$ cat src/rtl/cpu_pkg.sv
// Shared constants, opcode map and FSM state encoding for the 8-bit, 4-register core.
package cpu_pkg;

  localparam int WIDTH     = 8;
  localparam int NREGS     = 4;
  localparam int IDX_W     = $clog2(NREGS);
  localparam int MUL_STEPS = WIDTH;
  localparam int CNT_W     = $clog2(MUL_STEPS);
  localparam int SH_W      = $clog2(WIDTH);

  localparam logic [3:0] OP_NOP  = 4'h0;
  localparam logic [3:0] OP_ADD  = 4'h1;
  localparam logic [3:0] OP_SUB  = 4'h2;
  localparam logic [3:0] OP_AND  = 4'h3;
  localparam logic [3:0] OP_OR   = 4'h4;
  localparam logic [3:0] OP_XOR  = 4'h5;
  localparam logic [3:0] OP_MOV  = 4'h6;
  localparam logic [3:0] OP_SHL  = 4'h7;
  localparam logic [3:0] OP_SHR  = 4'h8;
  localparam logic [3:0] OP_MUL  = 4'h9;
  localparam logic [3:0] OP_HALT = 4'hF;

  typedef enum logic [1:0] {
    ST_IDLE   = 2'd0,
    ST_MUL    = 2'd1,
    ST_HALTED = 2'd2
  } state_e;

  // Opcodes that finish in one cycle and write a register through the ALU.
  function automatic logic is_alu_op(input logic [3:0] op);
    return (op >= OP_ADD) && (op <= OP_SHR);
  endfunction

endpackage

$ cat src/rtl/exec_alu.sv
// Combinational ALU for the single-cycle opcodes; returns result, carry/borrow and zero.
module exec_alu
  import cpu_pkg::*;
(
  input  logic [3:0]       opcode,
  input  logic [WIDTH-1:0] a,
  input  logic [WIDTH-1:0] b,
  output logic [WIDTH-1:0] result,
  output logic             carry,
  output logic             zero
);

  logic [WIDTH:0]   wide;
  logic [SH_W-1:0]  sh;

  assign sh = b[SH_W-1:0];

  // NOTE: every output of a combinational block gets a default first, so no path infers a latch.
  always_comb begin
    wide   = '0;
    result = '0;
    carry  = 1'b0;
    case (opcode)
      OP_ADD: begin
        wide   = {1'b0, a} + {1'b0, b};
        result = wide[WIDTH-1:0];
        carry  = wide[WIDTH];
      end
      OP_SUB: begin
        result = a - b;
        carry  = (a < b);
      end
      OP_AND: result = a & b;
      OP_OR:  result = a | b;
      OP_XOR: result = a ^ b;
      OP_MOV: result = b;
      // The extra guard bit catches the last bit shifted out; it stays 0 for a zero shift.
      OP_SHL: begin
        wide   = {1'b0, a} << sh;
        result = wide[WIDTH-1:0];
        carry  = wide[WIDTH];
      end
      OP_SHR: begin
        wide   = {a, 1'b0} >> sh;
        result = wide[WIDTH:1];
        carry  = wide[0];
      end
      default: ;
    endcase
  end

  assign zero = (result == '0);

endmodule

$ cat src/rtl/exec_writeback.sv
// Execute + writeback stage: owns the register file, flags, the shift-add multiplier and the run/halt FSM.
module exec_writeback
  import cpu_pkg::*;
(
  input  logic                   clk,
  input  logic                   rst_n,
  input  logic                   in_valid,
  output logic                   in_ready,
  input  logic [3:0]             opcode,
  input  logic [WIDTH-1:0]       in1_val,
  input  logic [WIDTH-1:0]       in2_val,
  input  logic [IDX_W-1:0]       dst_idx,
  output logic [NREGS*WIDTH-1:0] regs,
  output logic                   wb_valid,
  output logic [IDX_W-1:0]       wb_idx,
  output logic [WIDTH-1:0]       wb_data,
  output logic                   flag_z,
  output logic                   flag_c,
  output logic                   illegal,
  output logic                   halted
);

  state_e           state_q;
  logic [WIDTH-1:0] reg_q [NREGS];
  logic             wb_valid_q, flag_z_q, flag_c_q, illegal_q, halted_q;
  logic [IDX_W-1:0] wb_idx_q, mul_dst_q;
  logic [WIDTH-1:0] wb_data_q;
  logic [WIDTH-1:0] mul_a_q, mul_b_q, mul_acc_q, mul_acc_d;
  logic [CNT_W-1:0] mul_cnt_q;
  logic             mul_last;

  logic [WIDTH-1:0] alu_res;
  logic             alu_c, alu_z;

  exec_alu u_alu (
    .opcode (opcode),
    .a      (in1_val),
    .b      (in2_val),
    .result (alu_res),
    .carry  (alu_c),
    .zero   (alu_z)
  );

  // One shift-add step: the multiplicand shifts left while the multiplier's LSB gates the add.
  assign mul_acc_d = mul_b_q[0] ? (mul_acc_q + mul_a_q) : mul_acc_q;
  assign mul_last  = (mul_cnt_q == CNT_W'(MUL_STEPS - 1));

  // NOTE: sequential state uses non-blocking assignments only, so every register samples pre-edge values.
  always_ff @(posedge clk or negedge rst_n) begin
    if (!rst_n) begin
      state_q    <= ST_IDLE;
      wb_valid_q <= 1'b0;
      wb_idx_q   <= '0;
      wb_data_q  <= '0;
      flag_z_q   <= 1'b0;
      flag_c_q   <= 1'b0;
      illegal_q  <= 1'b0;
      halted_q   <= 1'b0;
      mul_a_q    <= '0;
      mul_b_q    <= '0;
      mul_acc_q  <= '0;
      mul_cnt_q  <= '0;
      mul_dst_q  <= '0;
      // NOTE: the register file is architecturally visible and must read 0 after reset, so it is reset here.
      for (int i = 0; i < NREGS; i++) reg_q[i] <= '0;
    end else begin
      wb_valid_q <= 1'b0;
      case (state_q)
        ST_IDLE: begin
          if (in_valid) begin
            if (is_alu_op(opcode)) begin
              reg_q[dst_idx] <= alu_res;
              flag_z_q       <= alu_z;
              flag_c_q       <= alu_c;
              wb_valid_q     <= 1'b1;
              wb_idx_q       <= dst_idx;
              wb_data_q      <= alu_res;
            end else if (opcode == OP_MUL) begin
              mul_a_q   <= in1_val;
              mul_b_q   <= in2_val;
              mul_acc_q <= '0;
              mul_cnt_q <= '0;
              mul_dst_q <= dst_idx;
              state_q   <= ST_MUL;
            end else if (opcode == OP_HALT) begin
              halted_q <= 1'b1;
              state_q  <= ST_HALTED;
            end else if (opcode != OP_NOP) begin
              illegal_q <= 1'b1;
            end
          end
        end
        ST_MUL: begin
          mul_acc_q <= mul_acc_d;
          mul_a_q   <= mul_a_q << 1;
          mul_b_q   <= mul_b_q >> 1;
          mul_cnt_q <= mul_cnt_q + 1'b1;
          if (mul_last) begin
            reg_q[mul_dst_q] <= mul_acc_d;
            flag_z_q         <= (mul_acc_d == '0);
            flag_c_q         <= 1'b0;
            wb_valid_q       <= 1'b1;
            wb_idx_q         <= mul_dst_q;
            wb_data_q        <= mul_acc_d;
            state_q          <= ST_IDLE;
          end
        end
        default: ;
      endcase
    end
  end

  for (genvar g = 0; g < NREGS; g++) begin : g_pack
    assign regs[g*WIDTH +: WIDTH] = reg_q[g];
  end

  assign in_ready = (state_q == ST_IDLE);
  assign wb_valid = wb_valid_q;
  assign wb_idx   = wb_idx_q;
  assign wb_data  = wb_data_q;
  assign flag_z   = flag_z_q;
  assign flag_c   = flag_c_q;
  assign illegal  = illegal_q;
  assign halted   = halted_q;

endmodule
$ cat config.mk
export PLATFORM = sky130hd
export DESIGN_NAME = exec_writeback
export DESIGN_NICKNAME = d
export VERILOG_FILES = /design/src/rtl/cpu_pkg.sv /design/src/rtl/exec_alu.sv /design/src/rtl/exec_writeback.sv
export SDC_FILE = /design/constraint.sdc
export NUM_CORES = 1
export LEC_CHECK = 0
export CAP_MARGIN = 20
export CORE_MARGIN = 2
export CORE_UTILIZATION = 30
export DETAILED_ROUTE_END_ITERATION = 7
export GPL_TIMING_DRIVEN = 0
export SYNTH_ARGS = -nofsm -noshare
export SYNTH_HDL_FRONTEND = slang
export SYNTH_SLANG_ARGS = --single-unit
$ cat constraint.sdc
create_clock -name clk -period 3.7 [get_ports clk]
set_input_delay 0.37 -clock clk [delete_from_list [all_inputs] [get_ports clk]]
set_output_delay 0.37 -clock clk [all_outputs]
set_load 0.01 [all_outputs]
==> results of run 1 <==
==> registers in the layout, indices dropped and copies added (netlist names) <==
signal	count
wb_idx	2
mul_cnt_q	3
flag_z	1
mul_acc_q	8
regs	32
illegal	1
wb_valid	1
mul_b_q	8
mul_dst_q	2
wb_data	8
state_q	2
flag_c	1
mul_a_q	8
halted	1
==> logic make-up (layout without fill, tap and decap cells) <==
group | count (synthesis) | count (layout) | share of synthesized area
AO/OA/AOI/OAI | 216 | 216 | 0.266
AND/OR/NAND/NOR | 213 | 213 | 0.179
flip-flops | 78 | 78 | 0.339
buffers and inverters | 69 | 157 | 0.0524
adder cells (fa/ha/maj) | 38 | 38 | 0.0866
multiplexers | 26 | 26 | 0.0585
XOR/XNOR | 11 | 11 | 0.0181
==> metrics by stage <==
step            util  cell area (um^2)
6_report       0.380              7130
5_1_grt        0.380              7130
4_1_cts        0.379              7110
3_5_place_dp   0.361              6770
3_3_place_gp   0.359              6750
2_1_floorplan      -              5750
==> timing repair <==
item	4_1_cts	5_1_grt
setup endpoints to repair	0	6
endpoints found under the hold margin	28	0
hold buffers	1	0
resized for setup	0	2
==> cell usage in the layout (no fill, tap or decap), drive strengths merged, types with 10 or more instances in the layout <==
master          n
nand2          91
dfrtp          78
clkdlybuf4s50  68
nor2           54
o21ai          49
ha             35
clkbuf         32
inv            30
a21oi          24
buf            21
a22oi          20
a31oi          19
a22o           19
o22ai          13
nand3          12
mux2           11
mux2i          10
==> layout make-up <==
class,count,area [um^2],area share
Multi-Input combinational cell,504,3510,0.493
Sequential cell,78,1950,0.274
Timing Repair Buffer,72,738,0.104
Tap cell,234,293,0.0411
Clock buffer,10,239,0.0335
Buffer,41,196,0.0276
Inverter,28,105,0.0147
Clock inverter,6,91.3,0.0128
==> layer usage <==
layer | track usage | routed length (um) | share of wire
met5 | 0 | 0 | 0
met1 | 0.245 | 8440 | 0.46
met4 | 0.0740 | 489 | 0.026
met2 | 0.300 | 8630 | 0.47
met3 | 0.0299 | 922 | 0.050
==> critical path, delay by kind of cell <==
family                     cells  cell delay (ps)
muxes                          1              290
buffers and inverters          4             1310
and+or+nand+nor                4              650
AOI/OAI and AO/OA              3              840
adders and majority gates      1              300
==> worst paths after layout <==
kind / from / to / depth (start not counted)
setup / recovery: in2_val[0] / flag_z / 13
hold / removal: illegal / illegal / 1
setup reg to reg: mul_a_q[0] / flag_z / 10
hold reg to reg: illegal / illegal / 1
max in group asynchronous: rst_n / regs[15] / 3
min in group asynchronous: rst_n / regs[27] / 2
==> power groups by stage <==
stage               registers [mW]  clock network [mW]  logic (mW)
floorplan                    0.873                   0       0.238
global placement             0.874                   0       0.380
detailed placement           0.873                   0       0.384
CTS                          0.858               0.991       0.386
global route                 0.857                1.04       0.430
finish                       0.858               0.985       0.395
==> flow_metrics.py, run 1 <==
metrics = {
    "setup_path": {
        "r2r_slack_ps": 420,
        "cpMostUsedCell": "buf_2",
        "cp_max_fo": 10,
        "critPathLaunchType": "input port",
        "slowest_stage": "clkdlybuf4s50_1",
        "max_stage_delay_ps": 620,
        "setup.worst_path.end_class": "register",
        "cp.arrival_ps": 3780,
        "path_cells": "clkdlybuf4s50_1 > buf_2 > buf_2 > inv_2 > ha_1 > mux2_1 > a21oi_1 > nor2_1 > a211oi_1 > o221ai_2 > nor4b_2 > nand4b_1 > nand3_1",
        "setup.worst_path.class": "in -> reg",
        "required_ps": 3970,
    },
    "detailed_routing": {
        "ant_nets": 0,
        "dr.pass1.iters": 5,
        "num_vias": 5410,
        "drtIter0Drc": 410,
        "drcViolationCount": 0,
        "vias_per_cell": 5.56,
        "totalWireLength_um": 18500,
        "post_drt_wl_per_cell_um": 19.0,
    },
    "floorplanning": {
        "die_w_um": 142,
        "start_util": 0.307,
        "placementRows": 50,
        "pin_count": 73,
        "dieArea_mm2": 0.0203,
        "die_y_um": 142,
        "core_mm2": 0.0188,
    },
    "finish": {
        "fin_nets": 797,
        "areaGrowthSynthToFinish_pct": 23.9,
        "stdcell_count": 973,
        "num_antenna_cells": 0,
        "final_layout_size_suffix_gt1_frac": 0.101,
        "fillers": 1922,
    },
    "power_and_ir_drop": {
        "power_frac_clock": 0.440,
        "internal-power_mw": 1.62,
        "switchingPower_mw": 0.618,
        "swShare": 0.276,
        "vdd_ir_drop_max_uv": 226,
        "power_density_mw_per_mm2": 314,
        "finalPower_mw": 2.24,
        "pwr-share-seq": 0.383,
        "p_leak_nw": 3.05,
        "pwr-share-comb": 0.176,
    },
    "cts": {
        "cts_tree": "yes",
        "path_clk_slew_ps": 60,
        "h-tree-depth": 3,
        "cts-root-buf": "clkbuf_16",
        "post_cts_buffers": 0,
        "clock_latency_ps": 340,
        "cts_sinks": 78,
        "clockBufferDepth": 2,
        "numCtsBuffers": 9,
    },
    "synth": {
        "synth_top_cell_area_share": 0.339,
        "avgSynthCellArea_um2": 8.84,
        "yosysMostFrequentCell": "nand2_1",
        "synth_cell_types": 74,
        "synth_top_area_cell": "dfrtp_1",
        "ys_seq_elements": 78,
        "ys.flop_type": "dfrtp_1",
        "synthTopCellsByArea": "dfrtp_1, ha_1, nand2_1",
        "synthArstFlopShare": 1.00,
        "syn_area_mm2": 0.00575,
        "synthCells": 651,
        "syn_nets": 714,
        "synth-edff-count": 0,
        "synthTopCellsByCount": "nand2_1, dfrtp_1, nor2_1, ha_1, o21ai_1",
        "seq_area_frac_synth": 0.339,
        "yosys_warnings": 0,
    },
    "place": {
        "dp_worst_setup_slack_ps": -207,
        "gp_congestion": 0.943,
        "placed_cells": 956,
        "hpwlAfterDp_um": 14000,
        "portBuffers": 70,
    },
    "sta": {
        "worst_slew_pin_slew_ps": 879,
        "hold_violations": 0,
        "timing.hold.ws_ps": 477,
        "slew_violations": 0,
        "rsz0062_at_grt": "false",
        "fin_crit_sh": 0.948,
        "timing.final.ws_setup_ps": 193,
        "setup_tns_ps": 0,
        "fin_skew_ps": 8.91,
        "fmax_mhz": 285,
        "slew_headroom": 0.397,
        "min_period_ps": 3510,
        "setup_viol": 0,
    },
    "global_routing": {
        "grt_pass1_wl_um": 29100,
        "grt_max_degree": 51,
        "grt_antenna_before_repair": 0,
        "first_global_vias": 5280,
        "grt_usage": 0.185,
        "grt.overflow.total": 0,
    },
    "flow_run": {
        "max-cap-violations": 0,
    },
    "run_status": {
        "status": "finished, final reports clean",
    },
    "worst_hold_path": {
        "min_path_type": "reg -> reg",
    },
}
Power figures use the tool's default switching activity.
==> run 2: changes to the inputs <==
Settings changed: CORE_ASPECT_RATIO from default to 0.8, HOLD_SLACK_MARGIN from default to 0.06.
==> flow_metrics.py, run 2 (same netlist as run 1, synthesis figures left out) <==
metrics = {
    "finish": {
        "largest_reg_flops": 32,
        "areaGrowthSynthToFinish_pct": 23.8,
        "fillers": 1980,
        "layout_commonest_cell": "nand2_1",
        "num_antenna_cells": 0,
        "layout_common_cells": "nand2_1, dfrtp_1, clkdlybuf4s50_1",
        "fin_nets": 797,
        "final_layout_size_suffix_gt1_frac": 0.0978,
    },
    "detailed_routing": {
        "num_vias": 5434,
        "vias_per_cell": 5.47,
        "ant_nets": 0,
        "totalWireLength_um": 18700,
        "post_drt_wl_per_cell_um": 18.8,
        "drcViolationCount": 0,
        "dr.pass1.iters": 6,
        "drtIter0Drc": 519,
    },
    "cts": {
        "clock_latency_ps": 340,
        "post_cts_buffers": 0,
        "cts_tree": "yes",
        "numCtsBuffers": 9,
        "cts-root-buf": "clkbuf_16",
        "h-tree-depth": 3,
        "clockBufferDepth": 2,
        "path_clk_slew_ps": 60,
        "cts_sinks": 78,
    },
    "power_and_ir_drop": {
        "vdd_ir_drop_max_uv": 215,
        "switchingPower_mw": 0.573,
        "power_density_mw_per_mm2": 301,
        "pwr-share-comb": 0.185,
        "internal-power_mw": 1.57,
        "pwr-share-seq": 0.400,
        "swShare": 0.267,
        "p_leak_nw": 3.03,
        "power_frac_clock": 0.415,
        "finalPower_mw": 2.14,
    },
    "global_routing": {
        "grt_pass1_wl_um": 30200,
        "grt.overflow.total": 0,
        "grt_antenna_before_repair": 0,
        "first_global_vias": 5347,
        "grt_usage": 0.186,
        "grt_max_degree": 55,
    },
    "setup_path": {
        "max_stage_delay_ps": 800,
        "r2r_slack_ps": 590,
        "setup.worst_path.end_class": "register",
        "critPathLaunchType": "input port",
        "crit_family": "compound AO/OA/AOI/OAI gates",
        "crit_end": "flag_z",
        "rr_startpoint": "mul_a_q[0]",
        "worst_r2r_endpoint": "flag_z",
        "slowest_stage": "clkdlybuf4s50_1",
        "setup.worst_path.class": "in -> reg",
        "rr_worst_depth": 10,
        "critPathLaunch": "in1_val[1]",
        "cp.arrival_ps": 3720,
        "path_cells": "clkdlybuf4s50_1 > inv_1 > ha_1 > o21bai_1 > a21oi_1 > a221o_2 > a221oi_4 > nor3b_2 > nor4b_2 > nand4b_1 > nand3_1",
        "required_ps": 3970,
        "cp_max_fo": 11,
        "cp.depth": 11,
        "crit_buf_inv": 2,
    },
    "sta": {
        "slew_headroom": 0.418,
        "fin_skew_ps": 7.53,
        "slew_violations": 0,
        "rsz0062_at_grt": "false",
        "setup_viol": 0,
        "fmax_mhz": 290,
        "min_period_ps": 3450,
        "hold_violations": 0,
        "fin_crit_sh": 0.933,
        "worst_slew_pin_slew_ps": 874,
        "timing.hold.ws_ps": 480,
    },
    "floorplanning": {
        "dieArea_mm2": 0.0203,
        "die_y_um": 128,
        "pin_count": 73,
        "core_mm2": 0.0189,
        "start_util": 0.305,
        "placementRows": 45,
        "die_w_um": 159,
    },
    "flow_run": {
        "max-cap-violations": 0,
    },
    "worst_hold_path": {
        "min_path_type": "reg -> reg",
        "worstHoldStart": "regs[25]",
    },
    "run_status": {
        "status": "finished, final reports clean",
    },
    "place": {
        "hpwlAfterDp_um": 14200,
        "gp_congestion": 0.930,
        "portBuffers": 70,
    },
}
-- run 2: how the worst min path moves through the flow --
stage                              end  cells past startpoint  slack [ps]
final                         regs[25]                      2         480
after global routing           illegal                      1         510
after CTS                 mul_cnt_q[0]                      1         480
after detailed placement      regs[29]                      1         310
after global placement      mul_b_q[7]                      2         460
after floorplan                 flag_c                      0          70
-- run 2: timing repair --
action                                 in CTS  in global routing
setup endpoints to repair                   0                  5
gates resized for setup                     0                  2
endpoints found under the hold margin      24                  0
hold buffers                                1                  0
-- run 2: routing by layer --
| metal | vias up | GRT usage | wire length (um) |
|---|---|---|---|
| met5 | - | 0 | 0 |
| met4 | 0 | 0.0410 | 181 |
| met3 | 17 | 0.0385 | 1370 |
| met2 | 215 | 0.272 | 7940 |
| met1 | 2643 | 0.281 | 9180 |
| li1 | 2559 | - | - |
-- run 2: per-stage QoR --
stage               cells  worst slack [ps]  cell area [um^2]  setup TNS (ps)   util
global placement      979              -663              6780          -51910  0.359
finish                994               248              7120               0  0.378
detailed placement    980              -195              6800            -827  0.361
CTS                   994               143              7110               0  0.377
global route          994              41.3              7120               0  0.378
floorplan             651              1120              5750               0      -
-- run 2: worst min-delay path: stages (launching register included) --
cell and delay [ps]:
dfrtp_1 340, nand2_1 50, o21ai_1 60
-- run 2: area by class of cell --
cell class | count | area [um^2] | area share
multi-input cells | 504 | 3510 | 0.493
flip-flops and latches | 78 | 1950 | 0.274
repair buffers | 72 | 738 | 0.104
well taps | 258 | 323 | 0.0453
clock buffers | 12 | 267 | 0.0374
plain buffers | 41 | 196 | 0.0276
inverters | 28 | 105 | 0.0148
clock inverters | 1 | 30.0 | 0.00422
-- run 2: power by group through the flow --
stage	clock network, mW	registers (mW)	logic (mW)
after floorplan	0	0.873	0.238
after global placement	0	0.874	0.382
after detailed placement	0	0.873	0.384
after CTS	0.906	0.858	0.387
after global routing	0.939	0.858	0.428
final	0.890	0.858	0.396
==> run 3: changes to the inputs <==
Settings changed: HOLD_SLACK_MARGIN 0.06 to default.
==> results of run 3 <==
Final layout, timing and power as in run 2 (identical DEF).
